[config.mk]
export PLATFORM = sky130hd
export DESIGN_NAME = reg_dump_tx_flat
export DESIGN_NICKNAME = d
export VERILOG_FILES = /design/src/rtl/reg_dump_pkg.sv /design/src/rtl/reg_dump_tx_if.sv /design/src/rtl/reg_dump_tx_word_serializer.sv /design/src/rtl/reg_dump_tx.sv /design/src/flat_wrapper.sv
export SDC_FILE = /design/constraint.sdc
export NUM_CORES = 1
export LEC_CHECK = 0
export ABC_AREA = 1
export BUFFER_PORTS_ARGS = -buffer_cell sky130_fd_sc_hd__buf_2
export CORE_MARGIN = 2
export CORE_UTILIZATION = 45
export CTS_CLUSTER_SIZE = 24
export DETAILED_ROUTE_END_ITERATION = 10
export PLACE_DENSITY = 0.76
export SYNTH_ARGS = -nofsm -noshare
export SYNTH_HDL_FRONTEND = slang
export SYNTH_SLANG_ARGS = --single-unit
[constraint.sdc]
create_clock -name clk -period 2 [get_ports clk]
set_clock_uncertainty 0.15 [all_clocks]
set_input_delay 0.4 -clock clk [delete_from_list [all_inputs] [get_ports clk]]
set_output_delay 0.4 -clock clk [all_outputs]
set_load 0.02 [all_outputs]
[src/rtl/reg_dump_pkg.sv]
// Shared constants and FSM encoding for the register-dump stream engine.
package reg_dump_pkg;

  localparam logic [7:0] SYNC_BYTE     = 8'hA5;
  localparam int         BYTES_PER_REG = 4;

  typedef enum logic [2:0] {
    IDLE = 3'd0,
    HDR  = 3'd1,
    LOAD = 3'd2,
    ADDR = 3'd3,
    DATA = 3'd4,
    DONE = 3'd5
  } state_t;

endpackage

[src/rtl/reg_dump_tx_if.sv]
// Byte stream carrying the register dump toward the UART; valid/ready handshake.
interface reg_dump_tx_if;

  logic [7:0] tx_data;
  logic       tx_valid;
  logic       tx_ready;

  modport master (output tx_data, output tx_valid, input tx_ready);
  modport slave  (input tx_data, input tx_valid, output tx_ready);

endinterface

[src/rtl/reg_dump_tx_word_serializer.sv]
// Holds one 32-bit register value and presents it MSB byte first; each shift
// advances to the next byte, and last flags the final byte of the word.
module word_serializer
  import reg_dump_pkg::*;
(
  input  logic        clk,
  input  logic        reset,
  input  logic        load,
  input  logic [31:0] word,
  input  logic        shift,
  output logic [7:0]  msb_byte,
  output logic        last
);

  localparam int CNT_W = $clog2(BYTES_PER_REG);

  logic [31:0]      data_q;
  logic [CNT_W-1:0] byte_cnt;

  always_ff @(posedge clk) begin
    if (!reset) begin
      data_q   <= '0;
      byte_cnt <= '0;
    end else if (load) begin
      data_q   <= word;
      byte_cnt <= '0;
    end else if (shift) begin
      data_q   <= {data_q[23:0], 8'h00};
      byte_cnt <= byte_cnt + 1'b1;
    end
  end

  assign msb_byte = data_q[31:24];
  assign last     = (byte_cnt == CNT_W'(BYTES_PER_REG - 1));

endmodule

[src/rtl/reg_dump_tx.sv]
// Walks every register through the debug read port and streams a framed dump:
// sync byte, then per register its index followed by its 4 data bytes MSB first.
module reg_dump_tx #(
  parameter int         NUM_REGS  = 32,
  parameter int         ADDR_W    = 5,
  parameter int         DATA_W    = 32,
  parameter logic [7:0] SYNC_BYTE = 8'hA5
) (
  input  logic              clk,
  input  logic              reset,
  input  logic              start,
  output logic              busy,
  output logic              done,
  output logic [ADDR_W-1:0] rd_addr,
  input  logic [DATA_W-1:0] rd_data,
  reg_dump_tx_if.master     tx
);

  import reg_dump_pkg::*;

  localparam logic [ADDR_W-1:0] LAST_IDX = ADDR_W'(NUM_REGS - 1);

  state_t            state, state_d;
  logic [ADDR_W-1:0] idx, idx_d;
  logic              hs;
  logic              ser_load, ser_shift, ser_last;
  logic [7:0]        ser_byte;

  word_serializer u_ser (
    .clk      (clk),
    .reset    (reset),
    .load     (ser_load),
    .word     (rd_data),
    .shift    (ser_shift),
    .msb_byte (ser_byte),
    .last     (ser_last)
  );

  always_ff @(posedge clk) begin
    if (!reset) begin
      state <= IDLE;
      idx   <= '0;
    end else begin
      state <= state_d;
      idx   <= idx_d;
    end
  end

  assign hs      = tx.tx_valid & tx.tx_ready;
  assign rd_addr = idx;

  // Outputs decode from state only, so tx_valid/tx_data hold steady until accepted.
  always_comb begin
    state_d     = state;
    idx_d       = idx;
    tx.tx_valid = 1'b0;
    tx.tx_data  = 8'h00;
    ser_load    = 1'b0;
    ser_shift   = 1'b0;
    done        = 1'b0;
    busy        = (state != IDLE);
    case (state)
      IDLE: begin
        if (start) state_d = HDR;
      end
      HDR: begin
        tx.tx_valid = 1'b1;
        tx.tx_data  = SYNC_BYTE;
        if (hs) begin
          state_d = LOAD;
          idx_d   = '0;
        end
      end
      LOAD: begin
        ser_load = 1'b1;
        state_d  = ADDR;
      end
      ADDR: begin
        tx.tx_valid = 1'b1;
        tx.tx_data  = 8'(idx);
        if (hs) state_d = DATA;
      end
      DATA: begin
        tx.tx_valid = 1'b1;
        tx.tx_data  = ser_byte;
        if (hs) begin
          ser_shift = 1'b1;
          if (ser_last) begin
            if (idx == LAST_IDX) begin
              state_d = DONE;
            end else begin
              idx_d   = idx + 1'b1;
              state_d = LOAD;
            end
          end
        end
      end
      DONE: begin
        done    = 1'b1;
        state_d = IDLE;
      end
      default: state_d = IDLE;
    endcase
  end

endmodule

[src/flat_wrapper.sv]
// flat-port wrapper written by rule: the top's interface ports become plain ports
module reg_dump_tx_flat import reg_dump_pkg::*;
#(
  parameter int         NUM_REGS  = 32,
  parameter int         ADDR_W    = 5,
  parameter int         DATA_W    = 32,
  parameter logic [7:0] SYNC_BYTE = 8'hA5
)
  (clk, reset, start, busy, done, rd_addr, rd_data, tx_tx_data, tx_tx_valid, tx_tx_ready);
  reg_dump_tx_if tx_i ();
  input  logic clk;
  input  logic reset;
  input  logic start;
  output logic busy;
  output logic done;
  output logic [ADDR_W-1:0] rd_addr;
  input  logic [DATA_W-1:0] rd_data;
  output wire logic [$bits(tx_i.tx_data)-1:0] tx_tx_data;
  output wire logic [$bits(tx_i.tx_valid)-1:0] tx_tx_valid;
  input wire logic [$bits(tx_i.tx_ready)-1:0] tx_tx_ready;
  assign tx_tx_data = tx_i.tx_data;
  assign tx_tx_valid = tx_i.tx_valid;
  assign tx_i.tx_ready = tx_tx_ready;
  reg_dump_tx #(.NUM_REGS(NUM_REGS), .ADDR_W(ADDR_W), .DATA_W(DATA_W), .SYNC_BYTE(SYNC_BYTE)) u_core (.clk(clk), .reset(reset), .start(start), .busy(busy), .done(done), .rd_addr(rd_addr), .rd_data(rd_data), .tx(tx_i));
endmodule
==> run metrics, run 1 <==
post-route ant nets 0; Post-Layout Cell Count between 400 and 500; Synth top area share 36.8%; core occupancy in the finished layout about 56%; vias in the first global route 1963; DP HPWL roughly 3700 µm; PwrDens roughly 1500 nW/µm²; Layout area overhead 18.5%; Final period util a little over nine tenths; hold crit path type in2reg; routed vias/inst slightly below 5; drt initial violations about 170; FF-to-FF path depth 10; asr flop ratio synth 0%; Yosys reg bits 42; Core Region between 4000 and 5000 µm²; Post-synth EDFFs 0; status finished clean; Worst-path clk slew around 0.10 ns; WHS roughly 0.18 ns; CTS Buf Count 5; Initial Util 47.4%; min-delay src rd_data[0]; crit path DAT 1.35 ns; worst reg2reg path startpoint u_core.rd_addr[0]; Combinational Power Share around half; area leader, netlist dfxtp_1; register area share after synthesis between 30% and 40%; Die W roughly 75 µm; first-pass GRT wire length 8880 µm; cell area after layout about 2700 µm²; max cap viols 0; Fin Setup TNS 0 ns; leak pwr ~1.2 nW; Worst R2R Setup Slack 0.23 ns; # setup viols final 0; crit path time final 1.90 ns; crit path max fanout 5; fill count ~500; endpoints failing hold 0; count leader, synth nand2_1; CP Capture Type output port; die height about 75 µm; Slew HR roughly two thirds; die area about 5700 µm²; sw frac a little under half; Clock Power Share between 10 and 15%; Pins Over Slew Limit 0; P_int around 2.2 mW; CP Launch Type flop; largest net degree at the start of global routing 33; Net Count, Synth between 300 and 400; IO buf count between 50 and 60; Synth area leaders dfxtp_1, nand2_1, nand3_2, o21ai_2, nor2_1; Final Routed Wirelength ~5100 µm; Seq pwr share between 30% and 40%; hold_buf cts 0; diode count 0; post-place setup slack ~0.21 ns; Synth Flop Type dfxtp_1; Worst-Margin Slew 0.501 ns; GRT overflow 0; later-pin clock latency in the skew report a little over 0.3 ns; CTS Buffer Depth 2; P_sw roughly 1.9 mW; Worst Hold Endpoint u_core.u_ser.data_q[0]; Vias ~2100; Cells on Worst Hold Path 3; CP Class reg2out; achievable frequency about 530 MHz; crit path from u_core.state[0]; yosys warns 0; DRC errors left 0; fin worst setup slack roughly 0.096 ns; reg-to-reg endpoint u_core.rd_addr[4]; row cnt 25; share of layout cells above drive strength 1 about a third; GRT Total Usage 20.8%; H-tree Lvls 2; synth cell count leaders nand2_1, dfxtp_1, nor2_1; placed inst area 2560 µm²; I/O pins 52; CTS sink cnt 42; WL/cell roughly 12 µm; iteration count of the initial detailed-routing pass 4; Final Power between 4 and 5 mW; clock root buffer clkbuf_8; Post-Synthesis Cell Area approximately 2300 µm²; placed cells 416; post-synthesis instance total 308; VDD IR-drop max between 0.0006 and 0.0007 V; syn_area_per_cell 7.41 µm²; initial antenna violation count 0; TritonCTS clock tree yes; Yosys cell types 30; Placer Congestion 0.874; worst path required time ~1.5 ns; fin nets between 300 and 400
-- power groups by stage --
stage	Clock (mW)	Combinational [mW]	Sequential, mW
after detailed placement	0	1.99	1.39
after CTS	0.576	2.04	1.39
after floorplan	0	1.74	1.33
after global placement	0	1.96	1.39
after global routing	0.620	2.35	1.44
final	0.569	2.06	1.41
-- what timing repair did --
item / 4_1_cts / 5_1_grt
gates resized for setup: 8 / 9
setup endpoints to repair: 7 / 7
pin swaps: 1 / 1
buffers inserted: 1 / 1
-- kinds of logic after synthesis --
logic type | count (synthesis) | synth area share (%)
AND/OR/NAND/NOR | 180 | 38.5
flip-flops | 42 | 36.8
AO/OA/AOI/OAI | 47 | 13.7
adder cells (fa/ha/maj) | 3 | 1.64
buffers and inverters | 36 | 9.26
-- worst max-delay path, stage by stage, from the launching register on --
cell and delay, ns:
dfxtp_4 0.40, inv_2 0.07, nor2_4 0.14, nand2_2 0.10
o211ai_1 0.18, buf_4 0.17
-- sequential cells by signal (all words and copies together), names as in the netlist --
name	cells
u_core.state	3
u_core.u_ser.byte_cnt	2
u_core.u_ser.data_q	32
u_core.rd_addr	5
-- how the worst max path moves through the flow --
stage / to / slack [ns] / cells past startpoint
floorplan: tx_tx_data[1] / 0.22 / 4
global placement: tx_tx_data[3] / 0.23 / 6
detailed placement: tx_tx_data[3] / 0.21 / 6
CTS: tx_tx_data[0] / 0.03 / 5
global route: tx_tx_data[0] / -0.002 / 4
finish: tx_tx_data[0] / 0.1 / 5
-- layout make-up --
class	count	area [µm²]	share of cell area, %
Timing Repair Buffer	58	343	12.7
Clock inverter	3	25.0	0.925
Tap cell	67	83.8	3.10
Inverter	21	86.3	3.19
Sequential cell	42	847	31.3
Multi-Input combinational cell	230	1250	46.2
Clock buffer	5	68.8	2.55
-- layer usage --
metal | track usage, % | wire length (µm) | vias to the layer above
met5 | 0 | 0 | -
met4 | 8.19 | 110 | 0
met3 | 4.69 | 194 | 9
met2 | 33.0 | 2360 | 35
met1 | 27.5 | 2400 | 928
li1 | - | - | 1093
-- placed cells by master (no fill, tap or decap), types with 9 or more instances in the layout --
cell	count
a21oi_1	13
buf_2	47
buf_4	9
dfxtp_1	39
inv_1	17
nand2_1	102
nand3_1	12
nand3_2	19
nor2_1	22
o21ai_0	9
o21ai_2	10
(Power assumes the default switching activity.)
==> run 2: changes to the inputs <==
--- a/config.mk
+++ b/config.mk
@@ -12,6 +12,7 @@
 export CTS_CLUSTER_SIZE = 24
 export DETAILED_ROUTE_END_ITERATION = 10
 export PLACE_DENSITY = 0.76
+export RECOVER_POWER = 100
 export SYNTH_ARGS = -nofsm -noshare
 export SYNTH_HDL_FRONTEND = slang
 export SYNTH_SLANG_ARGS = --single-unit
==> run metrics, run 2 (same netlist as run 1, synthesis figures left out) <==
Worst-Margin Slew 0.499 ns (-0.00244 ns); iteration count of the initial detailed-routing pass 4 (unchanged); crit path time final 1.92 ns (+0.0131 ns); fin worst setup slack 0.0827 ns (-0.0131 ns); share of layout cells above drive strength 1 27.9% (-5.8 points); CTS Buffer Depth 2 (unchanged); CTS sink cnt 42 (unchanged); hold crit path type in2reg; IO buf count 51 (unchanged); diode count 0 (unchanged); Core Region 4820 µm² (unchanged); Worst R2R Setup Slack 0.23 ns (about the same); RSZ-0062 raised after global routing false; later-pin clock latency in the skew report 0.30 ns (about the same); hold_buf cts 0 (unchanged); largest net degree at the start of global routing 33 (unchanged); max cap viols 0 (unchanged); TritonCTS clock tree yes; most frequent cells in the layout nand2_1, buf_2, dfxtp_1, nand3_1, nor2_1; endpoints failing hold 0 (unchanged); post-place setup slack 0.212 ns (unchanged); Vias 2071 (+0.29%); VDD IR-drop max 0.000629 V (-3.0%); Worst-path clk slew 0.09 ns (about the same); I/O pins 52 (unchanged); drt initial violations 165 (-1.8%); PwrDens 1500 nW/µm² (+0.19%); Fin Setup TNS 0 ns (unchanged); CTS Buf Count 5 (unchanged); reg-to-reg endpoint u_core.u_ser.data_q[9]; crit path from u_core.state[1]; Final period util 95.9% (+0.66 points); Combinational Power Share 49.8% (-1.3 points); DRC errors left 0 (unchanged); DP HPWL 3700 µm (unchanged); GRT Total Usage 20.8% (unchanged); # setup viols final 0 (unchanged); GRT overflow 0 (unchanged); Initial Util 47.4% (unchanged); sw frac 45.6% (-0.29 points); Layout area overhead 14.7%; worst reg2reg path startpoint u_core.state[2]; WL/cell 11.9 µm (+0.32%); most common cell after layout, fill and taps aside nand2_1; die height 75.2 µm (unchanged); first-pass GRT wire length 8880 µm (unchanged); Largest register FFs 32 (unchanged); crit path DAT 1.37 ns (+0.02 ns); end point of the critical path tx_tx_data[2]; P_sw 1.79 mW (-3.6%); post-route ant nets 0 (unchanged); Pins Over Slew Limit 0 (unchanged); achievable frequency 522 MHz (-0.68%); leak pwr 1.15 nW (-4.4%); FF-to-FF path depth 7 (-3); die area 5660 µm² (unchanged); Clock Power Share 14.5% (+0.4 points); vias in the first global route 1963 (unchanged); routed vias/inst 4.86 (+0.29%); fin nets 397 (unchanged); Top reg by flops u_core.u_ser.data_q; Slew HR 66.7% (+0.16 points); Seq pwr share 35.7% (+0.9 points); Die W 75.2 µm (unchanged); P_int 2.13 mW (-2.4%); clock root buffer clkbuf_8; Final Routed Wirelength 5080 µm (+0.32%); worst path required time 1.45 ns (about the same); crit path max fanout 10 (+5); CP Launch Type flop; H-tree Lvls 2 (unchanged); row cnt 25 (unchanged); Placer Congestion 0.874 (unchanged); CP Class reg2out; CP Capture Type output port; status finished clean; initial antenna violation count 0 (unchanged)
[run 2: metrics by stage]
step	area, µm²	cells	hold WS [ns]	util [%]	power [mW]
after global routing	2620	426	0.182	54.4	4.29
after floorplan	2280	308	0.280	-	3.07
after CTS	2670	425	0.179	55.5	4.00
final	2620	426	0.185	54.4	3.92
after detailed placement	2560	416	0.302	53.1	3.38
after global placement	2560	416	0.297	53.1	3.35
[run 2: what timing repair did]
item | CTS | global route
resized for setup | 8 | 9
setup endpoints to repair | 7 | 7
pin swaps | 1 | 1
gates cloned | 0 | 0
setup buffers | 1 | 1
hold endpoints to repair | 0 | 0
[run 2: power groups by stage]
| stage | combinational, mW | clock (mW) | sequential (mW) |
|---|---|---|---|
| after floorplan | 1.74 | 0 | 1.33 |
| after global placement | 1.96 | 0 | 1.39 |
| after detailed placement | 1.99 | 0 | 1.39 |
| after CTS | 2.04 | 0.576 | 1.39 |
| after global routing | 2.23 | 0.620 | 1.44 |
| final | 1.95 | 0.567 | 1.40 |
[run 2: worst min path at each step]
stage                             from                       to  slack, ns  cells after the start
2_1_floorplan  u_core.u_ser.data_q[30]  u_core.u_ser.data_q[30]       0.28                      2
3_3_place_gp   u_core.u_ser.data_q[30]  u_core.u_ser.data_q[30]       0.30                      2
3_5_place_dp   u_core.u_ser.data_q[30]  u_core.u_ser.data_q[30]       0.30                      2
4_1_cts                     rd_data[0]   u_core.u_ser.data_q[0]       0.18                      3
5_1_grt                     rd_data[7]   u_core.u_ser.data_q[7]       0.18                      3
6_report                    rd_data[0]   u_core.u_ser.data_q[0]       0.18                      3
[run 2: area by class of cell]
type                            instances  area (µm²)
Fill cell                             514        2200
Multi-Input combinational cell        230        1180
Tap cell                               67        83.8
Sequential cell                        42         847
Clock inverter                          3        25.0
Clock buffer                            5        68.8
Timing Repair Buffer                   58         332
Inverter                               21        83.8
[run 2: worst max-delay path, stage by stage (launching register included)]
cell	delay, ns
dfxtp_2	0.37
nor2_4	0.15
nand2_4	0.10
inv_4	0.13
nand2_1	0.06
o211ai_1	0.07
buf_2	0.18
[run 2: layer usage]
layer	vias to the layer above	part of all wire, %	GRT usage, %
met3	9	3.6	4.69
met2	34	46	33.0
li1	1093	-	-
met4	0	2.2	8.19
met1	935	49	27.5
met5	-	0	0
==> run 3: changes to the inputs <==
--- a/config.mk
+++ b/config.mk
@@ -11,7 +11,7 @@
 export CORE_UTILIZATION = 45
 export CTS_CLUSTER_SIZE = 24
 export DETAILED_ROUTE_END_ITERATION = 10
-export PLACE_DENSITY = 0.76
+export PLACE_DENSITY = 0.68
 export RECOVER_POWER = 100
 export SYNTH_ARGS = -nofsm -noshare
 export SYNTH_HDL_FRONTEND = slang
==> run metrics, run 3 (same netlist as run 1, synthesis figures left out) <==
vias in the first global route 1898 (-3.3%); met3 Track Usage GR 4.82% (+0.13 points); Worst-path clk slew 0.08 ns (about the same); share of layout cells above drive strength 1 32.6% (+4.7 points); FF-to-FF path depth 10 (+3); Pins Over Slew Limit 0 (unchanged); CTS Buffer Depth 2 (unchanged); RSZ-0062 raised after global routing true; Initial Util 47.4% (unchanged); CP Capture Type output port; worst path required time 1.45 ns (about the same); row cnt 25 (unchanged); DRC errors left 0 (unchanged); most frequent cells in the layout nand2_1, buf_2, dfxtp_1, nor2_1, nand3_2; GRT overflow 0 (unchanged); fin nets 400 (+0.76%); die height 75.2 µm (unchanged); Top reg by flops u_core.u_ser.data_q; CP Class reg2out; Layout area overhead 19.5%; initial antenna violation count 0 (unchanged); first-pass GRT wire length 8340 µm (-6.1%); Most Crowded Layer GR met2; CP Launch Type flop; Worst-Margin Slew 0.512 ns (+0.0131 ns); H-tree Lvls 2 (unchanged); Worst R2R Setup Slack 0.22 ns (about the same); diode count 0 (unchanged); clock root buffer clkbuf_8; CTS sink cnt 42 (unchanged); post-route ant nets 0 (unchanged); # setup viols final 0 (unchanged); endpoints failing hold 0 (unchanged); drt initial violations 135 (-18%); crit path DAT 1.42 ns (+0.05 ns); Placer Congestion 0.839 (-4.0%); leak pwr 1.21 nW (+5.3%); fin worst setup slack 0.0261 ns (-0.0565 ns); DP HPWL 3590 µm (-3.0%); worst reg2reg path startpoint u_core.rd_addr[0]; achievable frequency 507 MHz (-2.9%); GRT Total Usage 19.3% (-1.5 points); die area 5660 µm² (unchanged); Final Power 4.09 mW (+4.4%); Slew HR 65.8% (-0.88 points); Vias 2092 (+1.0%); crit path time final 1.97 ns (+0.0565 ns); Worst Hold Endpoint u_core.u_ser.data_q[2]; M2 GR Usage 32.7% (-0.29 points); Final Routed Wirelength 5110 µm (+0.73%); Core Region 4820 µm² (unchanged); Cells on Worst Hold Path 3 (unchanged); Largest register FFs 32 (unchanged); max cap viols 0 (unchanged); WL/cell 11.9 µm (about the same); met1 usage 24.1% (-3.3 points); min-delay src rd_data[2]; I/O pins 52 (unchanged); reg-to-reg endpoint u_core.rd_addr[1]; post-place setup slack 0.226 ns (+0.0142 ns); Final period util 98.7% (+2.8 points); status finished clean; cell area after layout 2730 µm² (+4.1%); TritonCTS clock tree yes; PwrDens 1500 nW/µm² (+0.27%); Die W 75.2 µm (unchanged); largest net degree at the start of global routing 32 (-3.0%); routed vias/inst 4.88 (+0.31%); CTS Buf Count 5 (unchanged); later-pin clock latency in the skew report 0.29 ns (about the same); iteration count of the initial detailed-routing pass 6 (+2); IO buf count 51 (unchanged); placed inst area 2560 µm² (+0.29%); VDD IR-drop max 0.000553 V (-12%); crit path max fanout 5 (-5); most common cell after layout, fill and taps aside nand2_1; hold crit path type in2reg
-- run 3: cell types whose count changed in the layout (fill, tap and decap cells not counted), moves of 2 or more --
cell / change
nand3_1: -12
nand3_2: +12
buf_2: +4
o21ai_0: -4
o21ai_1: +3
buf_4: +2
nand2_4: +2
-- run 3: worst max path at each step --
stage / start / to / slack (ns)
final: u_core.state[0] / tx_tx_data[0] / 0.03
after global routing: u_core.state[0] / tx_tx_data[0] / -0.07
after CTS: u_core.state[0] / tx_tx_data[0] / 0.003
after detailed placement: u_core.state[1] / tx_tx_data[0] / 0.23
after global placement: u_core.state[1] / tx_tx_data[1] / 0.24
after floorplan: u_core.state[0] / tx_tx_data[1] / 0.22
-- run 3: metal layers --
layer,up-vias,part of all wire [%]
met3,6,3.5
li1,1102,-
met5,-,0
met1,938,47
met2,46,48
met4,0,1.3
-- run 3: final cells by class --
type | instances | area [µm²]
Clock buffer | 7 | 86.3
Clock inverter | 1 | 5.00
Fill cell | 493 | 2090
Inverter | 21 | 92.6
Multi-Input combinational cell | 230 | 1250
Sequential cell | 42 | 850
Tap cell | 67 | 83.8
Timing Repair Buffer | 61 | 354
-- run 3: where the power goes --
part           switching [mW]  total (mW)  internal (mW)
Clock                   0.281       0.560          0.278
Combinational            1.31        2.13          0.822
Sequential              0.253        1.40           1.15
Total                    1.84        4.09           2.25
-- run 3: worst max-delay path, stage by stage, from the launching register on --
cell        delay [ns]
dfxtp_4           0.39
clkinvlp_4        0.14
nor2_4            0.16
nand2_4           0.08
o211ai_1          0.19
buf_4             0.17
-- run 3: through the flow --
stage | TNS, ns | utilization (%) | cells | hold WS [ns]
after global placement | 0 | 53.2 | 417 | 0.299
after floorplan | 0 | - | 308 | 0.280
after global routing | -0.183 | 56.6 | 429 | 0.197
after CTS | 0 | 55.6 | 426 | 0.188
after detailed placement | 0 | 53.2 | 417 | 0.304
final | 0 | 56.6 | 429 | 0.198
-- run 3: repair_timing --
item / in CTS / in global routing
endpoints found under the setup margin: 7 / 7
buffers inserted: 1 / 3
hold buffers: 0 / 0
pin swaps: 1 / 2
gates resized for setup: 6 / 12
